==> config.mk <==
export PLATFORM = sky130hd
export DESIGN_NAME = and_share_arbiter_flat
export DESIGN_NICKNAME = d
export VERILOG_FILES = /design/src/rtl/and_share_arbiter_if.sv /design/src/rtl/and_share_arbiter.sv /design/src/flat_wrapper.sv
export SDC_FILE = /design/constraint.sdc
export NUM_CORES = 1
export LEC_CHECK = 0
export CAP_MARGIN = 15
export CORE_MARGIN = 3
export CORE_UTILIZATION = 41
export DETAILED_ROUTE_END_ITERATION = 12
export MAX_ROUTING_LAYER = met4
export PLACE_DENSITY = 0.77
export SETUP_SLACK_MARGIN = 0.1
export SLEW_MARGIN = 20
export SYNTH_ARGS = -nofsm -noshare
export SYNTH_HDL_FRONTEND = slang
export SYNTH_SLANG_ARGS = --single-unit
==> constraint.sdc <==
create_clock -name clk -period 1.6 [get_ports clk]
set_input_delay 0.32 -clock clk [delete_from_list [all_inputs] [get_ports clk]]
set_output_delay 0.32 -clock clk [all_outputs]
set_load 0.005 [all_outputs]
==> src/rtl/and_share_arbiter_if.sv <==
// Handshake bundle between the requester blocks and the shared AND arbiter.
// The requester side drives requests and operands. The arbiter side returns grants and responses.
interface and_share_arbiter_if #(
    parameter int N_REQ = 4,
    parameter int W     = 8,
    parameter int CNT_W = 16
);
    logic                 en;
    logic [N_REQ-1:0]     req;
    logic [N_REQ*W-1:0]   op_a;
    logic [N_REQ*W-1:0]   op_b;
    logic [N_REQ-1:0]     gnt;
    logic [N_REQ-1:0]     rsp_valid;
    logic [W-1:0]         rsp_data;
    logic                 busy;
    logic [CNT_W-1:0]     txn_cnt;

    modport master (
        output en, req, op_a, op_b,
        input  gnt, rsp_valid, rsp_data, busy, txn_cnt
    );

    modport slave (
        input  en, req, op_a, op_b,
        output gnt, rsp_valid, rsp_data, busy, txn_cnt
    );
endinterface

==> src/rtl/and_share_arbiter.sv <==
// Round-robin arbiter that shares one registered W-bit AND unit among N_REQ requesters.
// Only one transaction is in flight at a time, so each transaction takes two cycles: grant, then response.
module and_share_arbiter #(
    parameter int N_REQ = 4,
    parameter int W     = 8,
    parameter int CNT_W = 16
) (
    input  logic              clk,
    input  logic              rst_n,
    and_share_arbiter_if.slave bus
);
    localparam int PTR_W = $clog2(N_REQ);

    typedef enum logic [0:0] {
        ST_IDLE = 1'b0,
        ST_BUSY = 1'b1
    } state_e;

    // The search starts just past the last winner, so the last winner becomes lowest priority.
    function automatic logic [PTR_W-1:0] next_winner(input logic [N_REQ-1:0] req_v,
                                                     input logic [PTR_W-1:0] ptr_v);
        logic [PTR_W-1:0] w_v;
        logic             found_v;
        int               idx_v;
        w_v     = ptr_v;
        found_v = 1'b0;
        for (int k = 1; k <= N_REQ; k++) begin
            idx_v = (int'(ptr_v) + k) % N_REQ;
            if (!found_v && req_v[idx_v]) begin
                w_v     = PTR_W'(idx_v);
                found_v = 1'b1;
            end else begin
                found_v = found_v;
            end
        end
        return w_v;
    endfunction

    function automatic logic [N_REQ-1:0] onehot(input logic [PTR_W-1:0] i_v);
        logic [N_REQ-1:0] oh_v;
        oh_v      = '0;
        oh_v[i_v] = 1'b1;
        return oh_v;
    endfunction

    state_e             state_q, state_d;
    logic [PTR_W-1:0]   ptr_q, ptr_d;
    logic [PTR_W-1:0]   win_q, win_d;
    logic [W-1:0]       a_q, a_d;
    logic [W-1:0]       b_q, b_d;
    logic [N_REQ-1:0]   gnt_q, gnt_d;
    logic [N_REQ-1:0]   rsp_valid_q, rsp_valid_d;
    logic [W-1:0]       rsp_data_q, rsp_data_d;
    logic [CNT_W-1:0]   txn_cnt_q, txn_cnt_d;
    logic [PTR_W-1:0]   pick_s;

    assign pick_s = next_winner(bus.req, ptr_q);

    // Next-state and registered-output logic for the IDLE/BUSY transaction sequencer.
    always_comb begin
        state_d     = state_q;
        ptr_d       = ptr_q;
        win_d       = win_q;
        a_d         = a_q;
        b_d         = b_q;
        gnt_d       = '0;
        rsp_valid_d = '0;
        rsp_data_d  = rsp_data_q;
        txn_cnt_d   = txn_cnt_q;
        case (state_q)
            ST_IDLE: begin
                if (bus.en && (|bus.req)) begin
                    win_d   = pick_s;
                    a_d     = bus.op_a[pick_s*W +: W];
                    b_d     = bus.op_b[pick_s*W +: W];
                    gnt_d   = onehot(pick_s);
                    state_d = ST_BUSY;
                end else begin
                    state_d = ST_IDLE;
                end
            end
            // Completion does not look at req or en, so an accepted transaction always finishes.
            ST_BUSY: begin
                rsp_data_d  = a_q & b_q;
                rsp_valid_d = onehot(win_q);
                ptr_d       = win_q;
                txn_cnt_d   = txn_cnt_q + CNT_W'(1);
                state_d     = ST_IDLE;
            end
            default: begin
                state_d = ST_IDLE;
            end
        endcase
    end

    // State and output registers. Reset clears them asynchronously, which drops any in-flight transaction.
    always_ff @(posedge clk or negedge rst_n) begin
        if (!rst_n) begin
            state_q     <= ST_IDLE;
            ptr_q       <= PTR_W'(N_REQ - 1);
            win_q       <= '0;
            a_q         <= '0;
            b_q         <= '0;
            gnt_q       <= '0;
            rsp_valid_q <= '0;
            rsp_data_q  <= '0;
            txn_cnt_q   <= '0;
        end else begin
            state_q     <= state_d;
            ptr_q       <= ptr_d;
            win_q       <= win_d;
            a_q         <= a_d;
            b_q         <= b_d;
            gnt_q       <= gnt_d;
            rsp_valid_q <= rsp_valid_d;
            rsp_data_q  <= rsp_data_d;
            txn_cnt_q   <= txn_cnt_d;
        end
    end

    assign bus.gnt       = gnt_q;
    assign bus.rsp_valid = rsp_valid_q;
    assign bus.rsp_data  = rsp_data_q;
    assign bus.busy      = (state_q == ST_BUSY);
    assign bus.txn_cnt   = txn_cnt_q;
endmodule

==> src/flat_wrapper.sv <==
// flat-port wrapper written by rule: the top's interface ports become plain ports
module and_share_arbiter_flat 
#(
    parameter int N_REQ = 4,
    parameter int W     = 8,
    parameter int CNT_W = 16
)
  (clk, rst_n, bus_en, bus_req, bus_op_a, bus_op_b, bus_gnt, bus_rsp_valid, bus_rsp_data, bus_busy, bus_txn_cnt);
  and_share_arbiter_if #(.N_REQ(N_REQ), .W(W), .CNT_W(CNT_W)) bus_i ();
  input  logic clk;
  input  logic rst_n;
  input wire logic [$bits(bus_i.en)-1:0] bus_en;
  input wire logic [$bits(bus_i.req)-1:0] bus_req;
  input wire logic [$bits(bus_i.op_a)-1:0] bus_op_a;
  input wire logic [$bits(bus_i.op_b)-1:0] bus_op_b;
  output wire logic [$bits(bus_i.gnt)-1:0] bus_gnt;
  output wire logic [$bits(bus_i.rsp_valid)-1:0] bus_rsp_valid;
  output wire logic [$bits(bus_i.rsp_data)-1:0] bus_rsp_data;
  output wire logic [$bits(bus_i.busy)-1:0] bus_busy;
  output wire logic [$bits(bus_i.txn_cnt)-1:0] bus_txn_cnt;
  assign bus_i.en = bus_en;
  assign bus_i.req = bus_req;
  assign bus_i.op_a = bus_op_a;
  assign bus_i.op_b = bus_op_b;
  assign bus_gnt = bus_i.gnt;
  assign bus_rsp_valid = bus_i.rsp_valid;
  assign bus_rsp_data = bus_i.rsp_data;
  assign bus_busy = bus_i.busy;
  assign bus_txn_cnt = bus_i.txn_cnt;
  and_share_arbiter #(.N_REQ(N_REQ), .W(W), .CNT_W(CNT_W)) u_core (.clk(clk), .rst_n(rst_n), .bus(bus_i));
endmodule
==> summary by stage, run 1 <==
Die
The top-level I/O count is 104. The starting utilization of the core area is 43.8%. The height of the chip is 90.0 um. The core region is 0.00660 mm^2.

The area of the die is 0.00811 mm^2. The cell row count is 29. The width of the chip is 90.0 um.

Critical path
The worst endpoint required time is 1790 ps. The cell count along the critical path is 7. The kind of critical path is flip-flop to flip-flop. The endpoint class of the critical path is a flip-flop. In this run the worst setup path terminates at u_core.b_q[0]. The slowest stage of the critical path is the sky130_fd_sc_hd__dfstp_2 cell. Of all nets on the critical path, the largest fanout is 7.

The path depth of the worst reg2reg path is 7. The cell seen most often among critical-path stages is sky130_fd_sc_hd__buf_6. In this run the worst setup path begins at u_core.ptr_q[0]. The worst register-to-register path ends at u_core.b_q[0].

The sort of element at the start of the critical path is a flip-flop. The critical path goes through nand2b_4, a21boi_4, buf_6, buf_6, o31ai_4, o211ai_1, o211a_1. Data on the critical path arrives at its endpoint at 1920 ps. The launch instance of the worst register-to-register path is u_core.ptr_q[0]. The dominant delay contributor by cell family on the critical path is compound AO/OA/AOI/OAI gates.

The delay of the slowest critical-path stage is 580 ps. The buffering stage count on the worst path with inverters included is 2. The slack of the worst reg-to-reg path is -130 ps.

Timing
The final critical-path required period is 1730 ps. The final worst setup slack is -130 ps. The portion of the clock cycle consumed by the worst path in the final layout is 108%.

The total of endpoints with negative setup slack in the final report is 21. The worst setup skew after layout is 12.3 ps. The highest clock frequency the design can meet is 578 MHz. For the pin with the worst max-slew slack, the measured transition is 282 ps. The hold violation count in the final report was 13. In this run the tightest slew margin relative to its limit is 81.2%. The tightest hold path in the finished design has a slack of -6.01 ps. The number of slew-limit violations in the final report is 0. Setup repair after global routing could not meet its margin everywhere.

Yosys
The most used flip-flop cell after synthesis is sky130_fd_sc_hd__dfrtp_1. The leading area contributor after synthesis is sky130_fd_sc_hd__dfrtp_1. In this run the cell area of the synthesized design comes to 0.00290 mm^2. Yosys instantiated no cell more often than sky130_fd_sc_hd__dfrtp_1. Of the synthesized area, sequential elements account for 45.9%. Counting every net in the synthesized netlist gives 357. In the synthesized netlist the async set-or-reset flop fraction comes to 100%. Sorting the synthesized cells by area gives the leading types as sky130_fd_sc_hd__dfrtp_1, sky130_fd_sc_hd__o31ai_1, sky130_fd_sc_hd__o211ai_1, sky130_fd_sc_hd__o211a_1, sky130_fd_sc_hd__nand2_1. The total of warnings raised by yosys is 0. In this run, synthesis inferred 0 flip-flops with an integrated enable. Dividing the synthesized area by the synthesized cell count gives 10.2 um^2. The commonest cells after synthesis are sky130_fd_sc_hd__dfrtp_1, sky130_fd_sc_hd__nand2_1, sky130_fd_sc_hd__o31ai_1. The number of instances in the synthesized netlist is 285. The count of state elements after synthesis is 53. In this run the biggest area consumer among cell types represents 44.1% of the synthesized area. Synthesis instantiated 42 different standard cells from the library.

Route
The detail-routed net length per standard cell is 18.0 um. For this run, the detailed router's first-pass iteration total came to 4. The remaining routing DRC violations is 0.

For this block, the routed nets add up to 9780 um of wire. The detailed router's first-iteration violation count is 147. Once detail routing completed, the nets flagged for antenna violations numbered 0. The via total after detailed routing is 2998.

Using the TritonRoute via totals, the vias-per-cell ratio works out to 5.52.

Clock tree
The clock input transition at the sequential cells of the worst setup and hold paths is 100 ps. The total clock sinks is 53. Clock latency on the worst-skew pair, taken at its later pin, is 310 ps. TritonCTS built the clock tree.

The root buffer cell chosen for the clock tree is sky130_fd_sc_hd__clkbuf_8. The number of buffers added by the clock tree synthesis step is 5. The worst-case clock buffer depth is 2. Hold repair after CTS inserted 0 buffers. The clock tree synthesis step divided the H-tree into 2 levels.

Min path
The type of the most critical hold path is input port to async pin.

Power
The standby leakage power is 2.49 nW. The power density over the cells is 1140 mW/mm^2. The switching share of power is 35.5%. Per report_power, the combinational group accounts for 50.5% of the total. The switching power summed over all nets is 2.06 mW. Per report_power, the sequential group accounts for 35.7% of the total. The worst ir drop on vdd is 0.574 mV.

Internal power comes to 3.74 mW. The clock network is responsible for 13.8% of the overall power.

Placement
Summed over all nets, the half-perimeter wirelength after detailed placement is 5840 um. The count of buffers added on input and output ports is 103. After detailed placement, the design holds a cell count of 487. At the end of routability-driven placement, the weighted congestion stood at 0.879.

Finish
In the final design database the tool counted 521 nets. Cells with a size suffix above 1 make up 32.7% of the layout. The final non-filler cell total is 543. The utilization after layout is 77.2%. The total inserted antenna cells is 0. After filler insertion, the fill cell instance count of the layout stands at 419. Relative to the synthesized area, the layout overhead comes to 76.0%.

GRT
The pin count of the biggest net entering global routing is 54. The number of global-route vias before repair is 3013. Global routing finished with a remaining overflow of 0.

Across every metal layer, demand over resource in global routing totals 23.3%. The first global-routing pass estimated 15000 um of wire. The number of antenna violations at the first check in global routing is 0.

Job
The tool flagged a number of max-cap violations equal to 0.

Outcome
The run finished, with violations left. The final reports fail on hold timing, setup timing.
-- sequential cells by signal, summed over array words and instances (netlist names) --
| signal | count |
|---|---|
| u_core.win_q | 2 |
| u_core.bus.txn_cnt | 16 |
| u_core.bus.rsp_data | 8 |
| u_core.b_q | 8 |
| u_core.bus.busy | 1 |
| u_core.bus.rsp_valid | 4 |
| u_core.ptr_q | 2 |
| u_core.bus.gnt | 4 |
| u_core.a_q | 8 |
-- metrics by stage --
| stage | setup TNS [ps] | hold slack (ps) | power, mW | area, um^2 | setup WS (ps) |
|---|---|---|---|---|---|
| CTS | -1240 | 4.12 | 5.61 | 4750 | -102 |
| detailed placement | -14120 | 337 | 4.41 | 4180 | -724 |
| finish | -2060 | -6.01 | 5.81 | 5100 | -130 |
| global route | -3040 | 8.57 | 6.12 | 5100 | -181 |
| floorplan | 0 | 24.4 | 3.38 | 2980 | 31.6 |
| global placement | -12180 | 333 | 4.34 | 4180 | -610 |
-- power groups by stage --
stage                     clock [mW]  combinational, mW  sequential, mW
after global placement             0               2.22            2.12
after CTS                      0.801               2.75            2.06
final                          0.802               2.93            2.07
after global routing           0.844               3.16            2.12
after floorplan                    0               1.30            2.08
after detailed placement           0               2.28            2.13
-- worst min path at each step --
stage | from | end | depth (start not counted)
after floorplan | rst_n | u_core.a_q[0] | 0
after global placement | rst_n | u_core.bus.txn_cnt[2] | 2
after detailed placement | rst_n | u_core.bus.txn_cnt[3] | 2
after CTS | rst_n | u_core.bus.txn_cnt[3] | 2
after global routing | rst_n | u_core.bus.txn_cnt[3] | 2
final | rst_n | u_core.bus.txn_cnt[2] | 2
-- timing repair --
| action | in CTS | in global routing |
|---|---|---|
| pin swaps | 20 | 31 |
| gates cloned | 5 | 1 |
| endpoints found under the setup margin | 50 | 48 |
| setup buffers | 30 | 12 |
| gates resized for setup | 46 | 54 |
-- metal layers --
layer	part of all wire [%]	track usage, %
met1	41	30.0
met2	51	39.1
met3	7.0	4.34
met4	0.74	4.08
met5	0	-
-- final cells by class --
class                           instances  area, um^2  share of cell area, %
Clock buffer                            6        82.6                   1.62
Timing Repair Buffer                  181        1850                   36.2
Clock inverter                          2        13.8                  0.270
Sequential cell                        53        1330                   26.1
Timing Repair inverter                  1        3.75                 0.0737
Tap cell                               93         116                   2.28
Multi-Input combinational cell        196        1650                   32.5
Inverter                               11        50.0                  0.982
-- logic make-up (layout without fill, tap and decap cells) --
| family | Yosys count | count (layout) | synth area share (%) |
|---|---|---|---|
| compound gates | 96 | 96 | 27.7 |
| simple gates | 82 | 82 | 14.0 |
| flops | 53 | 53 | 45.9 |
| buf+inv | 36 | 201 | 6.65 |
| xor+xnor | 15 | 15 | 4.54 |
| mux | 2 | 2 | 0.778 |
| fa+ha+maj | 1 | 1 | 0.432 |
-- placed cells by master (no fill, tap or decap), drive strengths merged, types with 4 or more instances in the layout --
cell           count
nand3             14
xnor2              9
clkbuf             6
xor2               6
dlygate4sd2        7
nand2             37
o31ai             32
nor2               8
buf               78
dfrtp             51
dlymetal6s2s      17
nand2b             4
o211ai            32
clkdlybuf4s50     76
o211a             16
inv               11
o21ai              9
and3               5
Power figures use the tool's default switching activity.
==> inputs of run 2 (changes only) <==
--- a/config.mk
+++ b/config.mk
@@ -5,14 +5,13 @@
 export SDC_FILE = /design/constraint.sdc
 export NUM_CORES = 1
 export LEC_CHECK = 0
-export CAP_MARGIN = 15
 export CORE_MARGIN = 3
 export CORE_UTILIZATION = 41
 export DETAILED_ROUTE_END_ITERATION = 12
 export MAX_ROUTING_LAYER = met4
 export PLACE_DENSITY = 0.77
 export SETUP_SLACK_MARGIN = 0.1
-export SLEW_MARGIN = 20
+export SLEW_MARGIN = 5
 export SYNTH_ARGS = -nofsm -noshare
 export SYNTH_HDL_FRONTEND = slang
 export SYNTH_SLANG_ARGS = --single-unit
==> results of run 2 <==
The final DEF is identical to that of run 1; final timing and power are the same.
==> inputs of run 3 (changes only) <==
--- a/config.mk
+++ b/config.mk
@@ -5,11 +5,13 @@
 export SDC_FILE = /design/constraint.sdc
 export NUM_CORES = 1
 export LEC_CHECK = 0
+export CELL_PAD_IN_SITES_DETAIL_PLACEMENT = 1
+export CELL_PAD_IN_SITES_GLOBAL_PLACEMENT = 1
 export CORE_MARGIN = 3
-export CORE_UTILIZATION = 41
+export CORE_UTILIZATION = 30
 export DETAILED_ROUTE_END_ITERATION = 12
 export MAX_ROUTING_LAYER = met4
-export PLACE_DENSITY = 0.77
+export PLACE_DENSITY_LB_ADDON = 0.1
 export SETUP_SLACK_MARGIN = 0.1
 export SLEW_MARGIN = 5
 export SYNTH_ARGS = -nofsm -noshare
==> run 3 against run 2 <==
The flow finishes with violations (setup timing). Sequential power barely moved. Clock power rose by 16%. First-iteration DRC count fell by 58%. Cell count rose by 4.4%. Fmax rose by 2.7%. Largest power group unchanged. Combinational power barely moved. Register-to-register slack improved by 50 ps. Critical path type unchanged. Setup slack improved by 45 ps.
==> summary by stage, run 3 (synthesis gave the netlist of run 1 again) <==
Finish
The total inserted antenna cells was 0 (unchanged). The number of nets in the final layout was 509 (-2.3%). In the layout the commonest cells are sky130_fd_sc_hd__clkdlybuf4s50_1, sky130_fd_sc_hd__dfrtp_1, sky130_fd_sc_hd__buf_4.

The final non-filler cell total is 567 (+4.4%). The fraction of final layout cells with drive strength greater than 1 is 31.3% (-1.4 points). The flip-flop count of the largest register after layout is 16 (unchanged). The most common cell after layout, fill and taps aside is sky130_fd_sc_hd__clkdlybuf4s50_1. The number of fill cells in the layout came to 999 (+140%). Compared with the post-synthesis result, the final layout area differs by 74.7%.

Timing
The final worst setup slack is -85.0 ps (+45.0 ps). The portion of the clock cycle consumed by the worst path in the final layout is 105% (-2.8 points). The number of slew-limit violations in the final report is 0 (unchanged). The final worst hold slack was 445 ps (+451 ps). Setup repair after global routing could not meet its margin everywhere. The worst-case headroom to the max-slew limit is 76.0% (-5.2 points). The hold violation count in the final report is 0 (-13). The total of endpoints with negative setup slack in the final report came to 18 (-14%).

The highest clock frequency the design can meet came to 593 MHz (+2.7%). The pin slew with the least headroom to its limit is 360 ps (+78.1 ps). The worst setup skew after layout is 4.10 ps (-8.16 ps). The final critical-path required period is 1690 ps (-45.0 ps).

Power
The clock share of power is 15.7% (+1.9 points). The switching share of power is 35.3% (-0.23 points). The standby leakage power is 2.56 nW (+2.4%).

The internal power summed over all cells is 3.86 mW (+3.0%). The switching power summed over all nets is 2.10 mW (+1.9%). The total chip power was 5.96 mW (+2.6%). The portion of total power attributed to sequential cells is 35.1% (-0.6 points).

The power density over the cells came to 1180 mW/mm^2 (+3.4%). The proportion of power drawn by combinational gates is 49.2% (-1.3 points). The worst ir drop on vdd is 0.608 mV (+6.0%).

GRT
The wire length of the first global-routing pass is 16600 um (+11%). The global-route usage over all layers is 19.6% (-3.8 points). The total global routing overflow is 0 (unchanged).

The number of antenna violations at the first check in global routing is 0 (unchanged). The pin count of the biggest net entering global routing is 42 (-22%). The number of global-route vias before repair is 3155 (+4.7%).

Route
The detail-routed net length per standard cell was 18.3 um (+1.8%). The number of detailed-routing iterations run before antenna repair is 4 (unchanged). The routed wire length on met2 is 5120 um (+1.8%). The final wirelength is 10400 um (+6.2%). After detailed routing, no signal wire sits above met4. The ratio of routed vias to standard cells is 5.05 (-8.5%). The detailed router's first-iteration violation count is 62 (-58%). The wire length on met3 is 378 um (-45%). The routed length on met1 is 4740 um (+19%).

The count of antenna-violating nets left after detailed routing was 0 (unchanged). The remaining routing DRC violations came to 0 (unchanged). The via total after detailed routing is 2863 (-4.5%).

Clock tree
The number of H-tree branching levels is 2 (unchanged). The buffer cell driving the clock tree root is sky130_fd_sc_hd__clkbuf_8. The clock latency on the worst-skew pair is 310 ps (about the same). The clock input transition at the sequential cells of the worst setup and hold paths is 100 ps (about the same). The worst-case clock buffer depth is 2 (unchanged). The number of buffers added by the clock tree synthesis step came to 5 (unchanged). The total clock sinks was 53 (unchanged). The clock tree from TritonCTS is yes.

Outcome
The final reports fail on setup timing. The flow ran to the end, but the final reports show violations.

Critical path
The data arrival time of the critical path is 1890 ps (-30 ps). The kind of critical path is flip-flop to flip-flop. The delay of the slowest critical-path stage came to 400 ps (-180 ps). STA classifies the critical path endpoint as a flip-flop.

The worst setup path is launched from a flip-flop. The worst endpoint required time is 1810 ps (+20 ps). The standard cell with the maximum stage delay on the critical path is sky130_fd_sc_hd__dfstp_2. The critical path goes through or3b_4, clkinv_8, o31ai_1, o211ai_2, o211a_1. The maximum fanout along the worst path was 17 (+10).

Placement
The instance count after placement with tap cells included was 519 (+6.6%). The final weighted congestion in routability-driven placement came to 0.821 (-6.6%). The post-detailed-placement half-perimeter wirelength came to 6630 um (+14%).

The count of input and output buffers is 103 (unchanged).

Die
The width of the chip was 104 um (+16%). The height of the chip was 104 um (+16%). The top-level I/O count was 104 (unchanged). The area of the die is 0.0109 mm^2 (+34%). The cell row count is 35 (+21%).

The starting utilization of the core area is 31.0% (-13 points). The core area is 0.00933 mm^2 (+41%).

Job
The number of maximum-capacitance violations is 0 (unchanged).

Min path
The tightest min-delay check is of the input port to async pin type.
-- run 3: critical path, delay by kind of cell, from the launching register on --
kind	cells	cell delay, ps
simple gates	1	360
compound gates	3	640
buf+inv	1	170
flops	1	400
-- run 3: final timing paths --
kind                       depth (start not counted)  slack, ps                      end              startpoint
min                                                2        440  u_core.bus.rsp_valid[0]                   rst_n
max reg2reg                                        5        -90            u_core.b_q[7]         u_core.ptr_q[0]
min reg2reg                                        2        520   u_core.bus.rsp_data[3]  u_core.bus.rsp_data[3]
min in group clk                                   2        520   u_core.bus.rsp_data[3]  u_core.bus.rsp_data[3]
max in group asynchronous                          3        620            u_core.b_q[6]                   rst_n
max                                                5        -90            u_core.b_q[7]         u_core.ptr_q[0]
-- run 3: per-stage QoR --
stage                     utilization [%]  setup slack, ps  instance area (um^2)  setup TNS (ps)
final                                54.2            -85.0                  5060           -1040
after global routing                 54.2             -162                  5060           -2410
after CTS                            51.2            -75.7                  4770           -1020
after detailed placement             45.0             -773                  4200          -15350
after global placement               45.0             -720                  4200          -14480
after floorplan                         -             31.6                  2980               0
-- run 3: final cells by class --
cell class                 count  area, um^2  share of cell area [%]
tap                          129         161                    3.19
multi-input combinational    196        1620                    32.0
timing repair inverter         1        11.3                   0.223
sequential                    53        1330                    26.3
clock buffer                   6        72.6                    1.43
inverter                      11        56.3                    1.11
clock inverter                 2        38.8                   0.767
timing repair buffer         169        1770                    35.0
-- run 3: timing repair --
| item | 4_1_cts | 5_1_grt |
|---|---|---|
| hold endpoints to repair | 10 | 0 |
| hold buffers | 1 | 0 |
| setup buffers | 29 | 7 |
| cloned | 4 | 0 |
| setup endpoints to repair | 47 | 49 |
| gates resized for setup | 58 | 63 |
| pin swaps | 16 | 19 |
-- run 3: metal layers --
metal | vias to the layer above | global-route usage [%]
li1 | 1349 | -
met1 | 1408 | 24.7
met2 | 89 | 33.6
met3 | 17 | 2.92
met4 | 0 | 4.18
met5 | - | -
-- run 3: power groups by stage --
stage | Sequential (mW) | Clock, mW | Combinational [mW]
after floorplan | 2.08 | 0 | 1.30
after global placement | 2.14 | 0 | 2.31
after detailed placement | 2.15 | 0 | 2.36
after CTS | 2.08 | 0.961 | 2.76
after global routing | 2.16 | 1.03 | 3.19
final | 2.09 | 0.934 | 2.93
